==> src/rtl/lo_nco_if.sv <==
// Bundle for the lo_nco control, serial-load and LO output signals.
// The master drives control and serial inputs; the slave (the NCO) drives the LO outputs and status.
interface lo_nco_if;
    logic ena;
    logic sync_clr;
    logic ser_clk;
    logic ser_dat;
    logic ser_cs_n;
    logic lo_i;
    logic lo_q;
    logic ftw_valid;
    logic upd_pulse;

    modport master (
        output ena, sync_clr, ser_clk, ser_dat, ser_cs_n,
        input  lo_i, lo_q, ftw_valid, upd_pulse
    );

    modport slave (
        input  ena, sync_clr, ser_clk, ser_dat, ser_cs_n,
        output lo_i, lo_q, ftw_valid, upd_pulse
    );
endinterface

==> src/rtl/lo_nco.sv <==
// Square-wave LO synthesizer: phase accumulator stepped by a serially loaded tuning word.
// Define LO_QUAD_EN to build the quadrature output; otherwise lo_q is tied low.
module lo_nco #(
    parameter int ACC_W = 24
) (
    input logic     clk,
    input logic     rst_n,
    lo_nco_if.slave bus
);
    localparam int CNT_W = $clog2(ACC_W + 2);
    localparam logic [CNT_W-1:0] CNT_FULL = CNT_W'(ACC_W);
    localparam logic [CNT_W-1:0] CNT_OVR  = CNT_W'(ACC_W + 1);

    // Stage [0] and [1] synchronize; stage [2] is the previous value for edge detection.
    logic [2:0] sclk_sr;
    logic [2:0] cs_sr;
    logic [1:0] dat_sr;

    // NOTE: sequential state uses non-blocking assignments so every flop samples pre-edge values.
    always_ff @(posedge clk or negedge rst_n) begin
        if (!rst_n) begin
            sclk_sr <= '0;
            dat_sr  <= '0;
            cs_sr   <= '1;
        end else begin
            sclk_sr <= {sclk_sr[1:0], bus.ser_clk};
            dat_sr  <= {dat_sr[0], bus.ser_dat};
            cs_sr   <= {cs_sr[1:0], bus.ser_cs_n};
        end
    end

    logic sclk_rise;
    logic cs_fall;
    logic cs_rise;
    logic frame_active;

    assign sclk_rise    = sclk_sr[1] & ~sclk_sr[2];
    assign cs_fall      = ~cs_sr[1] & cs_sr[2];
    assign cs_rise      = cs_sr[1] & ~cs_sr[2];
    // Still inside the frame on the cycle cs_n rises, so a coincident clock edge shifts first.
    assign frame_active = ~cs_sr[1] | ~cs_sr[2];

    logic [ACC_W-1:0] shreg;
    logic [CNT_W-1:0] cnt;
    logic             cs_rise_q;

    // NOTE: the shift register is reset too, so no stale bits survive a reset taken mid-frame.
    always_ff @(posedge clk or negedge rst_n) begin
        if (!rst_n) begin
            shreg     <= '0;
            cnt       <= '0;
            cs_rise_q <= 1'b0;
        end else begin
            cs_rise_q <= cs_rise;
            if (cs_fall) begin
                cnt <= '0;
            end else if (sclk_rise && frame_active) begin
                shreg <= {shreg[ACC_W-2:0], dat_sr[1]};
                if (cnt != CNT_OVR) begin
                    cnt <= cnt + CNT_W'(1);
                end
            end
        end
    end

    logic             commit;
    logic [ACC_W-1:0] ftw;
    logic             ftw_valid_r;
    logic             upd_pulse_r;

    // The count check runs one cycle after the cs_n rise, after any coincident shift has landed.
    assign commit = cs_rise_q && (cnt == CNT_FULL);

    always_ff @(posedge clk or negedge rst_n) begin
        if (!rst_n) begin
            ftw         <= '0;
            ftw_valid_r <= 1'b0;
            upd_pulse_r <= 1'b0;
        end else begin
            upd_pulse_r <= commit;
            if (commit) begin
                ftw         <= shreg;
                ftw_valid_r <= |shreg;
            end
        end
    end

    logic [ACC_W-1:0] acc;
    logic [ACC_W-1:0] next_acc;

    // NOTE: next_acc gets a default before any branch so the combinational block cannot infer a latch.
    always_comb begin
        next_acc = acc;
        if (bus.sync_clr) begin
            next_acc = '0;
        end else if (bus.ena) begin
            next_acc = acc + ftw;
        end
    end

    logic lo_i_r;

    always_ff @(posedge clk or negedge rst_n) begin
        if (!rst_n) begin
            acc    <= '0;
            lo_i_r <= 1'b0;
        end else begin
            acc    <= next_acc;
            lo_i_r <= next_acc[ACC_W-1];
        end
    end

`ifdef LO_QUAD_EN
    logic lo_q_r;

    // MSB xor next bit is high for the quarter-turn before lo_i rises, a 90 degree lead.
    always_ff @(posedge clk or negedge rst_n) begin
        if (!rst_n) begin
            lo_q_r <= 1'b0;
        end else begin
            lo_q_r <= next_acc[ACC_W-1] ^ next_acc[ACC_W-2];
        end
    end

    assign bus.lo_q = lo_q_r;
`else
    assign bus.lo_q = 1'b0;
`endif

    assign bus.lo_i      = lo_i_r;
    assign bus.ftw_valid = ftw_valid_r;
    assign bus.upd_pulse = upd_pulse_r;
endmodule
==> src/flat_wrapper.sv <==
// flat-port wrapper written by rule: the top's interface ports become plain ports
module lo_nco_flat 
#(
    parameter int ACC_W = 24
)
  (clk, rst_n, bus_ena, bus_sync_clr, bus_ser_clk, bus_ser_dat, bus_ser_cs_n, bus_lo_i, bus_lo_q, bus_ftw_valid, bus_upd_pulse);
  lo_nco_if bus_i ();
  input logic clk;
  input logic rst_n;
  input wire logic [$bits(bus_i.ena)-1:0] bus_ena;
  input wire logic [$bits(bus_i.sync_clr)-1:0] bus_sync_clr;
  input wire logic [$bits(bus_i.ser_clk)-1:0] bus_ser_clk;
  input wire logic [$bits(bus_i.ser_dat)-1:0] bus_ser_dat;
  input wire logic [$bits(bus_i.ser_cs_n)-1:0] bus_ser_cs_n;
  output wire logic [$bits(bus_i.lo_i)-1:0] bus_lo_i;
  output wire logic [$bits(bus_i.lo_q)-1:0] bus_lo_q;
  output wire logic [$bits(bus_i.ftw_valid)-1:0] bus_ftw_valid;
  output wire logic [$bits(bus_i.upd_pulse)-1:0] bus_upd_pulse;
  assign bus_i.ena = bus_ena;
  assign bus_i.sync_clr = bus_sync_clr;
  assign bus_i.ser_clk = bus_ser_clk;
  assign bus_i.ser_dat = bus_ser_dat;
  assign bus_i.ser_cs_n = bus_ser_cs_n;
  assign bus_lo_i = bus_i.lo_i;
  assign bus_lo_q = bus_i.lo_q;
  assign bus_ftw_valid = bus_i.ftw_valid;
  assign bus_upd_pulse = bus_i.upd_pulse;
  lo_nco #(.ACC_W(ACC_W)) u_core (.clk(clk), .rst_n(rst_n), .bus(bus_i));
endmodule
==> config.mk <==
export PLATFORM = sky130hd
export DESIGN_NAME = lo_nco_flat
export DESIGN_NICKNAME = d
export VERILOG_FILES = /design/src/rtl/lo_nco_if.sv /design/src/rtl/lo_nco.sv /design/src/flat_wrapper.sv
export SDC_FILE = /design/constraint.sdc
export NUM_CORES = 1
export LEC_CHECK = 0
export ABC_CLOCK_PERIOD_IN_PS = 2550
export BUFFER_PORTS_ARGS = -buffer_cell sky130_fd_sc_hd__buf_2
export CAP_MARGIN = 25
export CORE_AREA = 8 8 106 98
export DETAILED_ROUTE_END_ITERATION = 16
export DIE_AREA = 0 0 114 106
export PLACE_DENSITY_LB_ADDON = 0.25
export SYNTH_ARGS = -nofsm -noshare
export SYNTH_HDL_FRONTEND = slang
export SYNTH_SLANG_ARGS = --single-unit
==> constraint.sdc <==
create_clock -name clk -period 2.55 [get_ports clk]
set_input_delay 0.1275 -clock clk [delete_from_list [all_inputs] [get_ports clk]]
set_output_delay 0.1275 -clock clk [all_outputs]
set_load 0.1 [all_outputs]
### Yosys cells after proc, flatten, opt, wreduce, memory -nomap -nowiden

Cells that the tools add are included.

* flip-flop bits (word level): 88
* bits of input ports: 7
* word-level logic and storage cells: 36

* $add $sub $neg: 2
* equality and inequality tests: 2
* muxes and demuxes: 5
* bitwise logic cells: 8
* reduce and logical (&&, ||, !) cells: 8

Operators with widths (number)
* $mux W24: 2
* $add A24 B24 Y24: 1
* $reduce_or A24 Y1: 1
* $mux W5: 3
* $reduce_bool A2 Y1: 3
* $add A5 B1 Y5 const B: 1
* $eq A5 B5 Y1 const B: 1
* $ne A5 B5 Y1 const B: 1
* $not A1 Y1: 4
* $reduce_and A2 Y1: 2
* $and A1 B1 Y1: 3
* $logic_and A1 B1 Y1: 2
* $or A1 B1 Y1: 1

### Longest topological paths before layout

* depth after elaboration: 5
* mapped depth: 9
* mapped depth without buffers: 9

### Worst setup path after synthesis

Ideal clock, no wire load.

* path type: register -> register
* start point: register u_core.acc[0]
* end point: register u_core.acc[22]
* arrival: 2.429 ns
* data required time: 2.428 ns
* path slack: -0.001 ns
* stages on the path, launching flop included: 10
* buffers on the path: 0
* path through: dfrtp_1 -> ha_1 -> fa_1 -> a21o_1 -> a221o_2 -> nand3_2 -> nand2_1 -> a31o_1 -> or3_1 -> a32o_1

* cells in the longest elaborated chain, start to end: 3

RTL lines
* start: declaration: line lo_nco.sv:88 `logic [ACC_W-1:0] acc;`
* start signal: assignment: line lo_nco.sv:108 `acc <= next_acc;`
* $add A24 B24 Y24: line lo_nco.sv:97 `next_acc = acc + ftw;`
* $mux W24: line lo_nco.sv:96 `end else if (bus.ena) begin`
* $mux W24: line lo_nco.sv:94 `if (bus.sync_clr) begin`

No other way between the ends. The select of a mux whose other input is x is not followed.
A chain may end at the register's enable or synchronous reset.

### Final worst setup path

Same ends and word-level chain as after synthesis.

==> results.md <==
| Step | Parameter | Value |
| --- | --- | --- |
| min path | Worst min-delay path class | in2reg |
| logic synthesis | Synthesized Nets | 445 |
| sta | Slew HR | 51.6% |
| finish | Share of cells above drive strength 1 | 26.7% |
| critical path | Critical Path RT | 2.80 ns |
| power | Proportion of power drawn by combinational gates | 8.1% |
| critical path | Setup slack, reg-to-reg | 0.02 ns |
| drt | Initial DRT Pass Iterations | 4 |
| clock tree | Deepest level of the CTS H-tree | 3 |
| sta | Pins over their slew limit | 0 |
| floorplan | Starting density of the core | 52.8% |
| critical path | Critical path data arrival time | 2.78 ns |
| critical path | Number of cell instances on the worst register-to-register path | 9 |
| job | Reported max-cap violation count | 0 |
| clock tree | TritonCTS Buffers | 9 |
| critical path | Critical path startpoint category | flop |
| logic synthesis | Adder and majority cell fraction of the synthesized area | 7.47% |
| critical path | Sum of buffers and inverters on the critical path | 0 |
| logic synthesis | Post-synthesis cell type count | 62 |
| power | Power share of the clock group | 32.9% |
| drt | Residual antenna-violating net count after detailed routing | 0 |
| critical path | Peak per-stage delay on the critical path | 0.39 ns |
| floorplan | Row Count | 33 |
| global route | Antenna violations before repair | 0 |
| floorplan | Standard cell core area | 0.00875 mm^2 |
| drt | Wire length after detailed routing | 9090 um |
| clock tree | Maximum clock insertion buffer count | 2 |
| critical path | Highest fanout seen on the critical path | 3 |
| global route | Pin count of the biggest net entering global routing | 44 |
| sta | Final cycle utilization of the critical path | 99.2% |
| place | Post-detail-place hpwl | 6380 um |
| logic synthesis | Synthesized area per cell | 11.3 um^2 |
| logic synthesis | Synthesis Warnings | 0 |
| global route | First-pass GRT wire length | 15,300 um |
| critical path | Nature of the critical path endpoint | flop |
| sta | Transition time of the tightest slew-check pin | 0.726 ns |
| sta | Setup violation total in the final timing report | 0 |
| min path | WHS Endpoint | u_core.acc[5] |
| logic synthesis | Post-synth EDFFs | 0 |
| critical path | Kind of critical path | reg2reg |
| logic synthesis | Area fraction in and, or, nand and nor cells after synthesis | 12.3% |
| logic synthesis | Primary flip-flop cell chosen by synthesis mapping | dfrtp_1 |
| drt | Routed length per placed instance | 15.9 um |
| min path | Number of cells on the worst hold path | 2 |
| power | Pwr Density | 502 mW/mm^2 |
| finish | Layout Cells excl Fill | 571 |
| critical path | Family with the most delay on the worst path | compound AO/OA/AOI/OAI gates |
| global route | Vias in the first global route | 3,133 |
| logic synthesis | Portion of netlist area occupied by mux cells | 14.7% |
| logic synthesis | Share of the synthesized area in compound gates (AO/OA/AOI/OAI) | 12.9% |
| sta | Achievable Freq | 395 MHz |
| global route | Total GRT Usage | 15.7% |
| outcome | Status | finished, final reports clean |
| floorplan | Number of top-level design ports | 11 |
| floorplan | Die area | 0.0121 mm^2 |
| finish | Synth-to-Final Area Change | 13.6% |
| clock tree | TritonCTS clock tree | built |
| power | Worst-case vdd ir drop | 0.392 mV |
| finish | Leading cell type in the layout, fill and taps excluded | dfrtp_1 |
| floorplan | Die Ht | 106 um |
| place | Final GP Congestion | 0.913 |
| drt | Average via count per standard cell | 5.68 |
| logic synthesis | Number of register bits inferred by synthesis | 88 |
| clock tree | Clock transition at the register clock pins on the worst setup and hold paths after CTS | 0.09 ns |
| floorplan | Die extent in x | 114 um |
| finish | Net total in the final layout | 478 |
| sta | Hold violation total from the final report | 0 |
| finish | N_diodes | 0 |
| logic synthesis | Share of synthesized registers carrying an async set or reset | 100% |
| logic synthesis | Gate count after technology mapping | 411 |
| sta | Minimum clock period after layout | 2.53 ns |
| drt | Starting DRC count in detailed routing | 130 |
| clock tree | Clk Latency, worst-skew pair | 0.35 ns |
| power | Static leakage | 2.60 nW |
| sta | Setup repair after global routing missed its margin | yes |
| drt | Total via count after detailed routing | 3,242 |
| logic synthesis | Largest family of logic cells by synthesized area | multiplexers |
| drt | DRC Markers | 0 |
| power | Net load switching power | 0.692 mW |
| power | Part of the total power dissipated in sequential elements | 59.1% |
| critical path | Library cell contributing the largest single delay on the critical path | dfrtp_1 |
| clock tree | Clock sink total | 88 |
| sta | Max Clock Skew | 0.0123 ns |
| critical path | List of cells traversed by the critical path | ha_2 > fa_2 > a21o_1 > a221o_2 > nand3_2 > nand2_2 > a31o_1 > or3_1 > a32o_1 |
| power | Net switching share of the total power | 26.3% |
| power | Internal Pwr Total | 1.94 mW |
| global route | Total gr overflow | 0 |
| logic synthesis | Sequential element share of the synthesized area | 47.7% |
| min path | Hold Path Origin | bus_sync_clr |
| power | Overall power after layout | 2.64 mW |
| finish | Utilization of the core after routing | 60.0% |
| logic synthesis | Cell area after synthesis | 0.00462 mm^2 |
| clock tree | Master cell of the clock root buffer | clkbuf_8 |
| logic synthesis | Parity-gate share of the synthesized area counting xor and xnor cells | 3.03% |
| finish | Commonest cells after routing, fill and taps aside | dfrtp_1 (85), mux2_2 (49), nor2_1 (39) |
| critical path | Launch point of the worst reg-to-reg path | u_core.acc[0] |
| critical path | Worst flop-to-flop path endpoint | u_core.acc[22] |
| place | Port buffer count | 9 |
| place | Cells after DPL | 546 |
flip-flops by register name, indices dropped and copies added, names as in the netlist:
register / cells
u_core.dat_sr: 2
u_core.sclk_sr: 3
u_core.ftw: 24
u_core.bus.upd_pulse: 1
u_core.shreg: 24
u_core.bus.ftw_valid: 1
u_core.cs_rise_q: 1
u_core.cs_sr: 3
u_core.acc: 24
u_core.cnt: 5
worst max path at each step:
stage                  start        endpoint  slack, ns  cells past startpoint
5_1_grt        u_core.acc[0]  u_core.acc[12]      -0.07                     10
3_3_place_gp   u_core.acc[0]  u_core.acc[22]      -0.01                      9
6_report       u_core.acc[0]  u_core.acc[22]       0.02                      9
3_5_place_dp   u_core.acc[0]  u_core.acc[22]      -0.05                      9
2_1_floorplan  u_core.acc[0]  u_core.acc[22]       0.05                      9
4_1_cts        u_core.ftw[0]  u_core.acc[22]      -0.03                      9
synthesized netlist by cell type, drive strengths merged, types with 6 or more instances:
library cell / n / area [um^2]
dfrtp: 85 / 2130
xor2: 6 / 52.6
o21ai: 12 / 60.1
a21oi: 25 / 129
mux2i: 13 / 130
ha: 26 / 325
nand2: 15 / 56.3
and3: 6 / 37.5
nand3: 7 / 40.0
nand2b: 6 / 37.5
nor2b: 7 / 43.8
xnor2: 10 / 87.6
clkbuf: 10 / 37.5
a21o: 8 / 60.1
nor2: 40 / 150
o211ai: 7 / 52.6
mux2: 49 / 552
nor4: 6 / 37.5
inv: 6 / 22.5
power groups by stage:
stage,Combinational (mW),Clock (mW),Sequential [mW]
after floorplan,0.151,0,1.55
after global placement,0.206,0,1.58
after detailed placement,0.211,0,1.58
after CTS,0.217,0.893,1.56
after global routing,0.238,0.949,1.57
final,0.212,0.867,1.56
stage by stage:
step | TNS [ns] | area [um^2] | setup slack [ns] | hold WS, ns
after floorplan | 0 | 4630 | 0.0492 | -0.168
after global placement | -0.0123 | 4910 | -0.0123 | 0.134
after detailed placement | -0.0549 | 4910 | -0.0507 | 0.141
after CTS | -0.0299 | 5150 | -0.0299 | 0.261
after global routing | -0.141 | 5250 | -0.0727 | 0.272
final | 0 | 5250 | 0.0200 | 0.279
layout make-up:
cell class	instances	area [um^2]
tap	122	153
inverter	6	22.5
clock buffer	11	131
multi-input combinational	302	2430
timing repair buffer	37	272
clock inverter	5	41.3
fill	721	3500
sequential	88	2210
logic make-up (layout without fill, tap and decap cells):
| group | count (synthesis) | count (layout) |
|---|---|---|
| simple gates | 110 | 110 |
| xor+xnor | 16 | 16 |
| flops | 88 | 88 |
| compound gates | 86 | 86 |
| other cells | 1 | 1 |
| mux | 62 | 62 |
| buf+inv | 21 | 59 |
| fa+ha+maj | 27 | 27 |
routing by layer:
layer / global-route usage, % / part of all wire, %
met4: 7.31 / 1.8
met1: 22.2 / 50
met2: 23.1 / 44
met5: 0 / 0
met3: 2.72 / 4.1
timing repair:
| item | in CTS | in global routing |
|---|---|---|
| endpoints found under the hold margin | 41 | 0 |
| gates resized for setup | 4 | 14 |
| endpoints found under the setup margin | 3 | 9 |
| pin swaps | 7 | 10 |
| gates cloned | 0 | 0 |
| hold buffers | 4 | 0 |
| setup buffers | 2 | 3 |
Power figures use the tool's default switching activity.
